--- config.mk ---
export PLATFORM = sky130hd
export DESIGN_NAME = iob_axil_arb_flat
export DESIGN_NICKNAME = d
export VERILOG_FILES = /design/src/rtl/iob_axil_arb_pkg.sv /design/src/rtl/iob_axil_arb_if.sv /design/src/rtl/iob_axil_arb_rr.sv /design/src/rtl/iob_axil_arb.sv /design/src/flat_wrapper.sv
export SDC_FILE = /design/constraint.sdc
export NUM_CORES = 1
export LEC_CHECK = 0
export CORE_AREA = 3 3 141 143
export CTS_CLUSTER_SIZE = 25
export DETAILED_ROUTE_END_ITERATION = 10
export DIE_AREA = 0 0 144 146
export GPL_ROUTABILITY_DRIVEN = 1
export HOLD_SLACK_MARGIN = 0.05
export MAX_ROUTING_LAYER = met4
export PLACE_DENSITY = 0.85
export SLEW_MARGIN = 20
export SYNTH_ARGS = -nofsm -noshare
export SYNTH_HDL_FRONTEND = slang
export SYNTH_HIERARCHICAL = 1
export SYNTH_SLANG_ARGS = --single-unit
export TNS_END_PERCENT = 100
--- constraint.sdc ---
create_clock -name clk_i -period 10.7 [get_ports clk_i]
set_input_delay 2.14 -clock clk_i [delete_from_list [all_inputs] [get_ports clk_i]]
set_output_delay 2.14 -clock clk_i [all_outputs]
set_load 0.01 [all_outputs]
--- src/rtl/iob_axil_arb_pkg.sv ---
// Shared definitions for the two-port IOb to AXI4-Lite arbiter.
// The FSM state encoding and the fixed AXI constants live here.
package iob_axil_arb_pkg;

  localparam logic [2:0] ST_IDLE    = 3'd0;
  localparam logic [2:0] ST_WR      = 3'd1;
  localparam logic [2:0] ST_WR_RESP = 3'd2;
  localparam logic [2:0] ST_RD_ADDR = 3'd3;
  localparam logic [2:0] ST_RD_DATA = 3'd4;

  typedef enum logic [2:0] {
    IDLE    = ST_IDLE,
    WR      = ST_WR,
    WR_RESP = ST_WR_RESP,
    RD_ADDR = ST_RD_ADDR,
    RD_DATA = ST_RD_DATA
  } state_t;

  localparam logic [2:0] AXIL_PROT     = 3'd2;
  localparam logic [1:0] AXI_RESP_OKAY = 2'b00;

endpackage

--- src/rtl/iob_axil_arb_if.sv ---
// Bus bundle for iob_axil_arb: two IOb requester ports plus one AXI4-Lite master.
// AXI channels transfer on a cycle where valid and ready are both high; valid never
// waits on ready and its payload holds stable until that cycle. IOb ready/rvalid are single-cycle pulses.
interface iob_axil_arb_if #(
  parameter int ADDR_W = 32,
  parameter int DATA_W = 32
);

  logic              iob0_avalid_i;
  logic [ADDR_W-1:0] iob0_addr_i;
  logic [DATA_W-1:0] iob0_wdata_i;
  logic [DATA_W/8-1:0] iob0_wstrb_i;
  logic              iob0_ready_o;
  logic              iob0_rvalid_o;
  logic [DATA_W-1:0] iob0_rdata_o;

  logic              iob1_avalid_i;
  logic [ADDR_W-1:0] iob1_addr_i;
  logic [DATA_W-1:0] iob1_wdata_i;
  logic [DATA_W/8-1:0] iob1_wstrb_i;
  logic              iob1_ready_o;
  logic              iob1_rvalid_o;
  logic [DATA_W-1:0] iob1_rdata_o;

  logic              axil_awvalid_o;
  logic              axil_awready_i;
  logic [ADDR_W-1:0] axil_awaddr_o;
  logic [2:0]        axil_awprot_o;
  logic              axil_wvalid_o;
  logic              axil_wready_i;
  logic [DATA_W-1:0] axil_wdata_o;
  logic [DATA_W/8-1:0] axil_wstrb_o;
  logic              axil_bvalid_i;
  logic              axil_bready_o;
  logic [1:0]        axil_bresp_i;
  logic              axil_arvalid_o;
  logic              axil_arready_i;
  logic [ADDR_W-1:0] axil_araddr_o;
  logic [2:0]        axil_arprot_o;
  logic              axil_rvalid_i;
  logic              axil_rready_o;
  logic [DATA_W-1:0] axil_rdata_i;
  logic [1:0]        axil_rresp_i;

  logic              err_o;

  // Arbiter side: serves the IOb ports and masters the AXI4-Lite bus.
  modport master (
    input  iob0_avalid_i, iob0_addr_i, iob0_wdata_i, iob0_wstrb_i,
    output iob0_ready_o, iob0_rvalid_o, iob0_rdata_o,
    input  iob1_avalid_i, iob1_addr_i, iob1_wdata_i, iob1_wstrb_i,
    output iob1_ready_o, iob1_rvalid_o, iob1_rdata_o,
    output axil_awvalid_o, axil_awaddr_o, axil_awprot_o,
    input  axil_awready_i,
    output axil_wvalid_o, axil_wdata_o, axil_wstrb_o,
    input  axil_wready_i,
    input  axil_bvalid_i, axil_bresp_i,
    output axil_bready_o,
    output axil_arvalid_o, axil_araddr_o, axil_arprot_o,
    input  axil_arready_i,
    input  axil_rvalid_i, axil_rdata_i, axil_rresp_i,
    output axil_rready_o,
    output err_o
  );

  // Environment side: IOb requesters and the AXI4-Lite slave.
  modport slave (
    output iob0_avalid_i, iob0_addr_i, iob0_wdata_i, iob0_wstrb_i,
    input  iob0_ready_o, iob0_rvalid_o, iob0_rdata_o,
    output iob1_avalid_i, iob1_addr_i, iob1_wdata_i, iob1_wstrb_i,
    input  iob1_ready_o, iob1_rvalid_o, iob1_rdata_o,
    input  axil_awvalid_o, axil_awaddr_o, axil_awprot_o,
    output axil_awready_i,
    input  axil_wvalid_o, axil_wdata_o, axil_wstrb_o,
    output axil_wready_i,
    output axil_bvalid_i, axil_bresp_i,
    input  axil_bready_o,
    input  axil_arvalid_o, axil_araddr_o, axil_arprot_o,
    output axil_arready_i,
    output axil_rvalid_i, axil_rdata_i, axil_rresp_i,
    input  axil_rready_o,
    input  err_o
  );

endinterface

--- src/rtl/iob_axil_arb_rr.sv ---
// Two-way arbiter: round-robin on a tie by default, fixed priority (port 0 wins)
// when IOB_AXIL_ARB_FIXED_PRIO_EN is defined.
module iob_axil_arb_rr (
  input  logic       clk_i,
  input  logic       arst_i,
  input  logic [1:0] req,
  input  logic       update,
  output logic [1:0] grant
);

`ifdef IOB_AXIL_ARB_FIXED_PRIO_EN
  logic unused_rr;
  assign unused_rr = ^{clk_i, arst_i, update};
  assign grant = req[0] ? 2'b01 : {req[1], 1'b0};
`else
  // Port granted most recently; resets to port 1 so port 0 wins the first tie.
  logic last;

  always_comb begin
    grant = req;
    if (req == 2'b11) grant = last ? 2'b01 : 2'b10;
  end

  always_ff @(posedge clk_i or posedge arst_i) begin
    if (arst_i) last <= 1'b1;
    else if (update && (|req)) last <= grant[1];
  end
`endif

endmodule

--- src/rtl/iob_axil_arb.sv ---
// Two-port IOb to AXI4-Lite master: one outstanding transaction at a time.
// Tie policy selected by IOB_AXIL_ARB_FIXED_PRIO_EN (undefined: round-robin).
module iob_axil_arb
  import iob_axil_arb_pkg::*;
#(
  parameter int ADDR_W = 32,
  parameter int DATA_W = 32
) (
  input  logic           clk_i,
  input  logic           arst_i,
  iob_axil_arb_if.master bus,
  output state_t         dbg_state
);

  state_t              state;
  logic                sel;
  logic [ADDR_W-1:0]   addr_q;
  logic [DATA_W-1:0]   wdata_q;
  logic [DATA_W/8-1:0] wstrb_q;
  logic                awvalid, wvalid, aw_done, w_done, bready, arvalid, rready, err;
  logic [1:0]          ready_q, rvalid_q;
  logic [DATA_W-1:0]   rdata0, rdata1;

  logic [1:0]          grant;
  logic [ADDR_W-1:0]   req_addr;
  logic [DATA_W-1:0]   req_wdata;
  logic [DATA_W/8-1:0] req_wstrb;
  logic                aw_hs, w_hs;

  iob_axil_arb_rr u_rr (
    .clk_i  (clk_i),
    .arst_i (arst_i),
    .req    ({bus.iob1_avalid_i, bus.iob0_avalid_i}),
    .update (state == IDLE),
    .grant  (grant)
  );

  assign req_addr  = grant[1] ? bus.iob1_addr_i  : bus.iob0_addr_i;
  assign req_wdata = grant[1] ? bus.iob1_wdata_i : bus.iob0_wdata_i;
  assign req_wstrb = grant[1] ? bus.iob1_wstrb_i : bus.iob0_wstrb_i;
  assign aw_hs     = awvalid & bus.axil_awready_i;
  assign w_hs      = wvalid & bus.axil_wready_i;

  always_ff @(posedge clk_i or posedge arst_i) begin
    if (arst_i) begin
      state    <= IDLE;
      sel      <= 1'b0;
      addr_q   <= '0;
      wdata_q  <= '0;
      wstrb_q  <= '0;
      awvalid  <= 1'b0;
      wvalid   <= 1'b0;
      aw_done  <= 1'b0;
      w_done   <= 1'b0;
      bready   <= 1'b0;
      arvalid  <= 1'b0;
      rready   <= 1'b0;
      ready_q  <= '0;
      rvalid_q <= '0;
      rdata0   <= '0;
      rdata1   <= '0;
      err      <= 1'b0;
    end else begin
      ready_q  <= '0;
      rvalid_q <= '0;
      case (state)
        IDLE: if (|grant) begin
          sel     <= grant[1];
          addr_q  <= req_addr;
          wdata_q <= req_wdata;
          wstrb_q <= req_wstrb;
          if (|req_wstrb) begin
            state   <= WR;
            awvalid <= 1'b1;
            wvalid  <= 1'b1;
          end else begin
            state   <= RD_ADDR;
            arvalid <= 1'b1;
          end
        end
        // AW and W complete independently, in either order or together.
        WR: begin
          if (aw_hs) begin
            awvalid <= 1'b0;
            aw_done <= 1'b1;
          end
          if (w_hs) begin
            wvalid <= 1'b0;
            w_done <= 1'b1;
          end
          if ((aw_done || aw_hs) && (w_done || w_hs)) begin
            aw_done <= 1'b0;
            w_done  <= 1'b0;
            bready  <= 1'b1;
            state   <= WR_RESP;
          end
        end
        WR_RESP: if (bus.axil_bvalid_i) begin
          bready       <= 1'b0;
          ready_q[sel] <= 1'b1;
          err          <= err | (bus.axil_bresp_i != AXI_RESP_OKAY);
          state        <= IDLE;
        end
        RD_ADDR: if (bus.axil_arready_i) begin
          arvalid <= 1'b0;
          rready  <= 1'b1;
          state   <= RD_DATA;
        end
        RD_DATA: if (bus.axil_rvalid_i) begin
          rready <= 1'b0;
          if (sel) rdata1 <= bus.axil_rdata_i;
          else     rdata0 <= bus.axil_rdata_i;
          ready_q[sel]  <= 1'b1;
          rvalid_q[sel] <= 1'b1;
          err           <= err | (bus.axil_rresp_i != AXI_RESP_OKAY);
          state         <= IDLE;
        end
        default: state <= IDLE;
      endcase
    end
  end

  assign bus.iob0_ready_o   = ready_q[0];
  assign bus.iob0_rvalid_o  = rvalid_q[0];
  assign bus.iob0_rdata_o   = rdata0;
  assign bus.iob1_ready_o   = ready_q[1];
  assign bus.iob1_rvalid_o  = rvalid_q[1];
  assign bus.iob1_rdata_o   = rdata1;
  assign bus.axil_awvalid_o = awvalid;
  assign bus.axil_awaddr_o  = addr_q;
  assign bus.axil_awprot_o  = AXIL_PROT;
  assign bus.axil_wvalid_o  = wvalid;
  assign bus.axil_wdata_o   = wdata_q;
  assign bus.axil_wstrb_o   = wstrb_q;
  assign bus.axil_bready_o  = bready;
  assign bus.axil_arvalid_o = arvalid;
  assign bus.axil_araddr_o  = addr_q;
  assign bus.axil_arprot_o  = AXIL_PROT;
  assign bus.axil_rready_o  = rready;
  assign bus.err_o          = err;
  assign dbg_state          = state;

endmodule
--- src/flat_wrapper.sv ---
// flat-port wrapper written by rule: the top's interface ports become plain ports
module iob_axil_arb_flat import iob_axil_arb_pkg::*;
#(
  parameter int ADDR_W = 32,
  parameter int DATA_W = 32
)
  (clk_i, arst_i, dbg_state, bus_iob0_avalid_i, bus_iob0_addr_i, bus_iob0_wdata_i, bus_iob0_wstrb_i, bus_iob0_ready_o, bus_iob0_rvalid_o, bus_iob0_rdata_o, bus_iob1_avalid_i, bus_iob1_addr_i, bus_iob1_wdata_i, bus_iob1_wstrb_i, bus_iob1_ready_o, bus_iob1_rvalid_o, bus_iob1_rdata_o, bus_axil_awvalid_o, bus_axil_awaddr_o, bus_axil_awprot_o, bus_axil_awready_i, bus_axil_wvalid_o, bus_axil_wdata_o, bus_axil_wstrb_o, bus_axil_wready_i, bus_axil_bvalid_i, bus_axil_bresp_i, bus_axil_bready_o, bus_axil_arvalid_o, bus_axil_araddr_o, bus_axil_arprot_o, bus_axil_arready_i, bus_axil_rvalid_i, bus_axil_rdata_i, bus_axil_rresp_i, bus_axil_rready_o, bus_err_o);
  iob_axil_arb_if #(.ADDR_W(ADDR_W), .DATA_W(DATA_W)) bus_i ();
  input  logic clk_i;
  input  logic arst_i;
  output state_t dbg_state;
  input wire logic [$bits(bus_i.iob0_avalid_i)-1:0] bus_iob0_avalid_i;
  input wire logic [$bits(bus_i.iob0_addr_i)-1:0] bus_iob0_addr_i;
  input wire logic [$bits(bus_i.iob0_wdata_i)-1:0] bus_iob0_wdata_i;
  input wire logic [$bits(bus_i.iob0_wstrb_i)-1:0] bus_iob0_wstrb_i;
  output wire logic [$bits(bus_i.iob0_ready_o)-1:0] bus_iob0_ready_o;
  output wire logic [$bits(bus_i.iob0_rvalid_o)-1:0] bus_iob0_rvalid_o;
  output wire logic [$bits(bus_i.iob0_rdata_o)-1:0] bus_iob0_rdata_o;
  input wire logic [$bits(bus_i.iob1_avalid_i)-1:0] bus_iob1_avalid_i;
  input wire logic [$bits(bus_i.iob1_addr_i)-1:0] bus_iob1_addr_i;
  input wire logic [$bits(bus_i.iob1_wdata_i)-1:0] bus_iob1_wdata_i;
  input wire logic [$bits(bus_i.iob1_wstrb_i)-1:0] bus_iob1_wstrb_i;
  output wire logic [$bits(bus_i.iob1_ready_o)-1:0] bus_iob1_ready_o;
  output wire logic [$bits(bus_i.iob1_rvalid_o)-1:0] bus_iob1_rvalid_o;
  output wire logic [$bits(bus_i.iob1_rdata_o)-1:0] bus_iob1_rdata_o;
  output wire logic [$bits(bus_i.axil_awvalid_o)-1:0] bus_axil_awvalid_o;
  output wire logic [$bits(bus_i.axil_awaddr_o)-1:0] bus_axil_awaddr_o;
  output wire logic [$bits(bus_i.axil_awprot_o)-1:0] bus_axil_awprot_o;
  input wire logic [$bits(bus_i.axil_awready_i)-1:0] bus_axil_awready_i;
  output wire logic [$bits(bus_i.axil_wvalid_o)-1:0] bus_axil_wvalid_o;
  output wire logic [$bits(bus_i.axil_wdata_o)-1:0] bus_axil_wdata_o;
  output wire logic [$bits(bus_i.axil_wstrb_o)-1:0] bus_axil_wstrb_o;
  input wire logic [$bits(bus_i.axil_wready_i)-1:0] bus_axil_wready_i;
  input wire logic [$bits(bus_i.axil_bvalid_i)-1:0] bus_axil_bvalid_i;
  input wire logic [$bits(bus_i.axil_bresp_i)-1:0] bus_axil_bresp_i;
  output wire logic [$bits(bus_i.axil_bready_o)-1:0] bus_axil_bready_o;
  output wire logic [$bits(bus_i.axil_arvalid_o)-1:0] bus_axil_arvalid_o;
  output wire logic [$bits(bus_i.axil_araddr_o)-1:0] bus_axil_araddr_o;
  output wire logic [$bits(bus_i.axil_arprot_o)-1:0] bus_axil_arprot_o;
  input wire logic [$bits(bus_i.axil_arready_i)-1:0] bus_axil_arready_i;
  input wire logic [$bits(bus_i.axil_rvalid_i)-1:0] bus_axil_rvalid_i;
  input wire logic [$bits(bus_i.axil_rdata_i)-1:0] bus_axil_rdata_i;
  input wire logic [$bits(bus_i.axil_rresp_i)-1:0] bus_axil_rresp_i;
  output wire logic [$bits(bus_i.axil_rready_o)-1:0] bus_axil_rready_o;
  output wire logic [$bits(bus_i.err_o)-1:0] bus_err_o;
  assign bus_i.iob0_avalid_i = bus_iob0_avalid_i;
  assign bus_i.iob0_addr_i = bus_iob0_addr_i;
  assign bus_i.iob0_wdata_i = bus_iob0_wdata_i;
  assign bus_i.iob0_wstrb_i = bus_iob0_wstrb_i;
  assign bus_iob0_ready_o = bus_i.iob0_ready_o;
  assign bus_iob0_rvalid_o = bus_i.iob0_rvalid_o;
  assign bus_iob0_rdata_o = bus_i.iob0_rdata_o;
  assign bus_i.iob1_avalid_i = bus_iob1_avalid_i;
  assign bus_i.iob1_addr_i = bus_iob1_addr_i;
  assign bus_i.iob1_wdata_i = bus_iob1_wdata_i;
  assign bus_i.iob1_wstrb_i = bus_iob1_wstrb_i;
  assign bus_iob1_ready_o = bus_i.iob1_ready_o;
  assign bus_iob1_rvalid_o = bus_i.iob1_rvalid_o;
  assign bus_iob1_rdata_o = bus_i.iob1_rdata_o;
  assign bus_axil_awvalid_o = bus_i.axil_awvalid_o;
  assign bus_axil_awaddr_o = bus_i.axil_awaddr_o;
  assign bus_axil_awprot_o = bus_i.axil_awprot_o;
  assign bus_i.axil_awready_i = bus_axil_awready_i;
  assign bus_axil_wvalid_o = bus_i.axil_wvalid_o;
  assign bus_axil_wdata_o = bus_i.axil_wdata_o;
  assign bus_axil_wstrb_o = bus_i.axil_wstrb_o;
  assign bus_i.axil_wready_i = bus_axil_wready_i;
  assign bus_i.axil_bvalid_i = bus_axil_bvalid_i;
  assign bus_i.axil_bresp_i = bus_axil_bresp_i;
  assign bus_axil_bready_o = bus_i.axil_bready_o;
  assign bus_axil_arvalid_o = bus_i.axil_arvalid_o;
  assign bus_axil_araddr_o = bus_i.axil_araddr_o;
  assign bus_axil_arprot_o = bus_i.axil_arprot_o;
  assign bus_i.axil_arready_i = bus_axil_arready_i;
  assign bus_i.axil_rvalid_i = bus_axil_rvalid_i;
  assign bus_i.axil_rdata_i = bus_axil_rdata_i;
  assign bus_i.axil_rresp_i = bus_axil_rresp_i;
  assign bus_axil_rready_o = bus_i.axil_rready_o;
  assign bus_err_o = bus_i.err_o;
  iob_axil_arb #(.ADDR_W(ADDR_W), .DATA_W(DATA_W)) u_core (.clk_i(clk_i), .arst_i(arst_i), .bus(bus_i), .dbg_state(dbg_state));
endmodule
## Word level (Yosys, flattened, before mapping)

Cells that the tools add are included.

- Multiply operators: 0
- Eq/ne operators: 14
- Shifts and indexed selects: 0
- Bitwise gates (word level): 5
- Add/sub/neg operators: 0
- $lt $le $gt $ge: 2
- Divide/modulo/power cells: 0
- Multiplexer cells: 41
- Reductions and logical operators: 30

Operator list:

| kind | number |
|---|---|
| $mux W32 | 2 |
| $mux W1 | 18 |
| $reduce_bool A2 Y1 | 9 |
| $mux W3 | 5 |
| $pmux W3 S5 | 1 |
| $reduce_and A3 Y1 | 5 |
| $mux W2 | 6 |
| $pmux W1 S2 | 6 |
| $reduce_and A4 Y1 | 3 |
| $ne A2 B1 Y1 const B | 5 |
| $ne A2 B2 Y1 const B | 4 |
| $eq A3 B2 Y1 const B | 2 |
| $reduce_and A2 Y1 | 3 |
| $reduce_and A5 Y1 | 1 |
| $mux W4 | 1 |
| $pmux W2 S2 | 1 |
| $reduce_or A2 Y1 | 2 |
| $reduce_or A4 Y1 | 1 |
| $eq A3 B1 Y1 const B | 1 |
| $eq A3 B3 Y1 const B | 1 |
| $logic_and A1 B1 Y1 | 3 |
| $logic_not A3 Y1 | 1 |
| $and A1 B1 Y1 | 2 |
| $eq A2 B2 Y1 const B | 1 |
| 6 further kinds | 8 |

- Bits in writable memories: 0
- Word-level logic and storage cells: 110
- Bits of input ports: 181
- Bits in latches: 0
- Memories: 0
- Bits in registers: 149
- Output and inout port bits: 183
- ROM bits: 0

## Depth between registers and ports, before layout

- Depth in word-level cells: 7
- Gate-level depth with buffers: 7
- Depth with buffers taken out: 6

## Cells and area by module

Netlist, hierarchy kept.

Modules (own cells, without submodules):

| module | cells each | area each (µm²) | sequential area each (µm²) | times used |
|---|---|---|---|---|
| iob_axil_arb | 548 | 6,541.3 | 3,703.6 | 1 |
| iob_axil_arb_rr | 7 | 60.1 | 26.3 | 1 |

## Worst setup path before layout

OpenSTA, ideal clock, no wires.

- Path type: input port to flip-flop
- From: in bus_iob1_avalid_i
- To: reg u_core.awvalid, in the netlist u_core/bus.axil_awvalid_o
- Data arrival time: 3.358 ns
- Required time: 10.579 ns
- Setup time: 0.121 ns
- Setup slack: 7.221 ns
- Stages on the path: 6
- Path buffers: 1
- Path through: a21boi_0 buf_2 or4_1 o22ai_1 nand2_1 a22o_1

- Word-level cells in the longest chain between the ends: 6
- Elaborated cells between the ends (all ways): 8
- Classes of those cells: eq/ne (3); mux (2); reduce/logical (3)

Ends and longest elaborated chain:

| item | RTL line | text |
|---|---|---|
| start, declared | flat_wrapper.sv:19 | `input wire logic [$bits(bus_i.iob1_avalid_i)-1:0] bus_iob1_avalid_i;` |
| $eq A2 B2 Y1 | iob_axil_arb_rr.sv:21 | `if (req == 2'b11) grant = last ? 2'b01 : 2'b10;` |
| $mux W2 * | iob_axil_arb_rr.sv:21 |  |
| $mux W4 | iob_axil_arb.sv:40 | `assign req_wstrb = grant[1] ? bus.iob1_wstrb_i : bus.iob0_wstrb_i;` |
| $reduce_or A4 Y1 | iob_axil_arb.sv:72 | `if (\|req_wstrb) begin` |
| $ne A2 B1 Y1 (no line) | -- |  |
| $reduce_and A4 Y1 (no line) * | -- |  |
| end signal, assigned | iob_axil_arb.sv:51 | `awvalid <= 1'b0;` |
| end signal, assigned | iob_axil_arb.sv:74 | `awvalid <= 1'b1;` |
| end signal, assigned | iob_axil_arb.sv:84 | `awvalid <= 1'b0;` |
| end, declared | iob_axil_arb.sv:20 | `logic awvalid, wvalid, aw_done, w_done, bready, arvalid, rready, err;` |

Mark *: on every way between the ends. The rest lies on a longest branch, timed or not.
A chain may end at the register's enable or synchronous reset.

## Worst setup path in the final report

- From: in bus_iob0_avalid_i
- To: reg u_core.wdata_q[10], in the netlist u_core/bus.axil_wdata_o[10]

- Word-level cells in the longest chain between the ends: 4
- Elaborated cells between the ends (all ways): 5
- Classes of those cells: eq/ne (1); mux (2); reduce/logical (2)

Ends and longest elaborated chain:

| item | RTL line | text |
|---|---|---|
| start, declared | flat_wrapper.sv:12 | `input wire logic [$bits(bus_i.iob0_avalid_i)-1:0] bus_iob0_avalid_i;` |
| $eq A2 B2 Y1 | iob_axil_arb_rr.sv:21 |  |
| $mux W2 * | iob_axil_arb_rr.sv:21 |  |
| via u_core.grant[0] | iob_axil_arb.sv:24 | `logic [1:0] grant;` |
| $reduce_or A2 Y1 * | iob_axil_arb.sv:67 | `IDLE: if (\|grant) begin` |
| $reduce_and A2 Y1 (no line) * | -- |  |
| end signal, assigned | iob_axil_arb.sv:70 | `wdata_q <= req_wdata;` |
| end, declared | iob_axil_arb.sv:18 | `logic [DATA_W-1:0] wdata_q;` |

The timed path passes the listed nets; every way through them passes the cells marked *.

==> results.sh <==
export IMPL_antenna_found_initial=3
export IMPL_final_core_util=0.570
export IMPL_synth_mux_area_frac=0.212
export IMPL_grtUsageTotal=0.198
export IMPL_layout_setup_ws_ns=6.38
export IMPL_drc=0
export IMPL_worstHoldStart="u_core/bus.err_o"
export IMPL_post_cts_buffers=0
export IMPL_finalHoldViolCount=0
export IMPL_htree_levels=4
export IMPL_cts_buffers=17
export IMPL_max_cap_violations=0
export IMPL_synth_common_cells="dfrtp_1, a21oi_1, nor2_1"
export IMPL_synth_cell_types=42
export IMPL_min_period_ns=4.32
export IMPL_final_cells=1118
export IMPL_grt_pass1_vias=5571
export IMPL_seq_area_sq_mm=0.00373
export IMPL_crit_required_ns=10.95
export IMPL_die_area_sq_mm=0.0210
export IMPL_cts_sinks=149
export IMPL_synth_simple_gate_area_frac=0.0730
export IMPL_hp_class="reg -> reg"
export IMPL_p_leak_nw=4.57
export IMPL_avgRoutedWirePerCell_microns=18.3
export IMPL_hold_path_end="u_core/bus.err_o"
export IMPL_path_class="in -> reg"
export IMPL_gr_total_overflow=0
export IMPL_gp_congestion=0.835
export IMPL_grt_pass1_wl_microns=31500
export IMPL_worst_slew_pin_transition_ns=1.08
export IMPL_finalPower_mw=2.79
export IMPL_die_x_microns=144
export IMPL_synth_compound_area_frac=0.0781
export IMPL_cp_startpoint="bus_iob0_avalid_i"
export IMPL_holdBufCountCts=0
export IMPL_synth_xor_area_share=0
export IMPL_drt_wl_total_microns=20500
export IMPL_dp_hpwl_microns=15700
export IMPL_dr_total_vias=5277
export IMPL_rr_worst_depth=4
export IMPL_fillers=1586
export IMPL_fp_row_count=50
export IMPL_vdd_drop_max_mv=0.119
export IMPL_finalSetupViolCount=0
export IMPL_cts_resized=0
export IMPL_skew_ns=0.00832
export IMPL_status="complete, no violations"
export IMPL_nNetsFinal=1050
export IMPL_finalSetupTns_ns=0
export IMPL_synth_cells=555
export IMPL_hold_depth=1
export IMPL_cts_root_buf="clkbuf_16"
export IMPL_cts_path_max_buffers=2
export IMPL_r2r_end="u_core/bus.axil_wdata_o[10]"
export IMPL_viasPerCell=4.72
export IMPL_r2r_slack_ns=8.11
export IMPL_yosysMostFrequentCell="dfrtp_1"
export IMPL_ys_ff_latch=149
export IMPL_clock_latency_ns=0.41
export IMPL_period_share=0.404
export IMPL_io_pins=364
export IMPL_end_kind="register"
export IMPL_synthArstFlopShare=1.00
export IMPL_synth_ff_type="dfrtp_1"
export IMPL_netlist_area_sq_mm=0.00660
export IMPL_critPathArrivalTime_ns=4.57
export IMPL_post_place_ws_ns=5.98
export IMPL_grt_max_degree=89
export IMPL_drtIter0Drc=250
export IMPL_synthAdderAreaFrac=0
export IMPL_synth_enable_flop_cells=0
export IMPL_first_pass_iters=5
export IMPL_yosys_top_cells_area="dfrtp_1, mux2_2, mux2i_1, a21oi_1, buf_4"
export IMPL_ant_nets=0
export IMPL_fmax_mhz=231
export IMPL_final_cell_area_sq_mm=0.0107
export IMPL_syn_to_final_growth_pct=61.6
export IMPL_multi_input_area_sq_mm=0.00244
export IMPL_dieHeight_microns=146
export IMPL_max_slew_margin_rel=0.279
export IMPL_dpl_cell_count=1084
export IMPL_synth_top_area_cell="dfrtp_1"
export IMPL_dpl_instance_area_sq_mm=0.0101
export IMPL_synth_top_family_by_area="multiplexers"
export IMPL_startpoint_type="input pin"
export IMPL_r2r_start="u_core/dbg_state[2]"
export IMPL_whs_ns=0.471
export IMPL_rsz0062_at_grt="no"
export IMPL_drive_above_1_share=0.121
export IMPL_crit_fanout=88
export IMPL_start_util=0.353
export IMPL_yosys_warnings=6
export IMPL_avgSynthCellArea_sq_um=11.9
export IMPL_yosys_area_top_type_share=0.561
export IMPL_synth_seq_area_share=0.565
export IMPL_powerDensity_mw_per_mm2=262
export IMPL_cts_tree="yes"
export IMPL_core_area_sq_mm=0.0187
export IMPL_portBuffers=357
export IMPL_maxSlewViolCount=0
export IMPL_clk_pin_slew_ns=0.06
-- logic make-up after synthesis --
kind of cell	after synthesis
and+or+nand+nor	104
buffers and inverters	75
muxes	132
DFF	149
other	2
AOI/OAI and AO/OA	93
-- cell type report --
cell class                      count  area share
Antenna cell                        3    0.000704
Clock buffer                       19      0.0415
Clock inverter                     12      0.0115
Inverter                            5     0.00223
Multi-Input combinational cell    335       0.229
Sequential cell                   149       0.350
Tap cell                          234      0.0274
Timing Repair Buffer              361       0.338
-- placed cells by master, fill, tap and decap left out, drive strengths merged, types with 5 or more instances in the layout --
| cell | synthesis | final |
|---|---|---|
| nor2 | 73 | 73 |
| mux2i | 68 | 68 |
| clkinv | 0 | 5 |
| conb | 2 | 6 |
| dfrtp | 148 | 148 |
| inv | 5 | 10 |
| clkdlybuf4s50 | 0 | 357 |
| clkbuf | 4 | 19 |
| nand2 | 10 | 10 |
| mux2 | 64 | 64 |
| a21oi | 74 | 74 |
-- where the power goes --
group / total, mW / switching [mW] / internal, mW / leakage (nW)
clock: 0.579 / 0.248 / 0.331 / 0.278
sequential: 0.954 / 0.162 / 0.791 / 1.81
combinational: 1.26 / 0.544 / 0.717 / 2.48
total: 2.79 / 0.954 / 1.84 / 4.57
-- critical path, stage by stage --
cell and delay (ns):
clkdlybuf4s50_1 0.55, a21boi_1 0.41, o21a_4 0.53, buf_4 0.71
a21oi_1 0.15
-- state kept, by name, indices dropped and copies added, names as in the netlist, 2 cells and up --
register                  cells
u_core/bus.axil_araddr_o     32
u_core/bus.iob0_rdata_o      32
u_core/ready_q                2
u_core/bus.iob1_rdata_o      32
u_core/bus.axil_wstrb_o       4
u_core/dbg_state              3
u_core/rvalid_q               2
u_core/bus.axil_wdata_o      32
-- how the worst max path moves through the flow --
| stage | endpoint | slack, ns | depth (start not counted) |
|---|---|---|---|
| 4_1_cts | u_core/bus.axil_wdata_o[0] | 6.41 | 6 |
| 6_report | u_core/bus.axil_wdata_o[10] | 6.38 | 5 |
| 2_1_floorplan | u_core/aw_done | 4.58 | 1 |
| 3_3_place_gp | u_core/bus.axil_wdata_o[1] | 6.07 | 5 |
| 3_5_place_dp | u_core/bus.axil_araddr_o[0] | 5.98 | 5 |
| 5_1_grt | u_core/bus.axil_wdata_o[9] | 6.17 | 6 |
-- metal layers --
| layer | wire (microns) | track usage |
|---|---|---|
| met5 | 0 | - |
| met4 | 526 | 0.0702 |
| met3 | 1320 | 0.0506 |
| met2 | 10600 | 0.331 |
| met1 | 8080 | 0.230 |
Note: power is estimated with default switching activity, not from simulation.
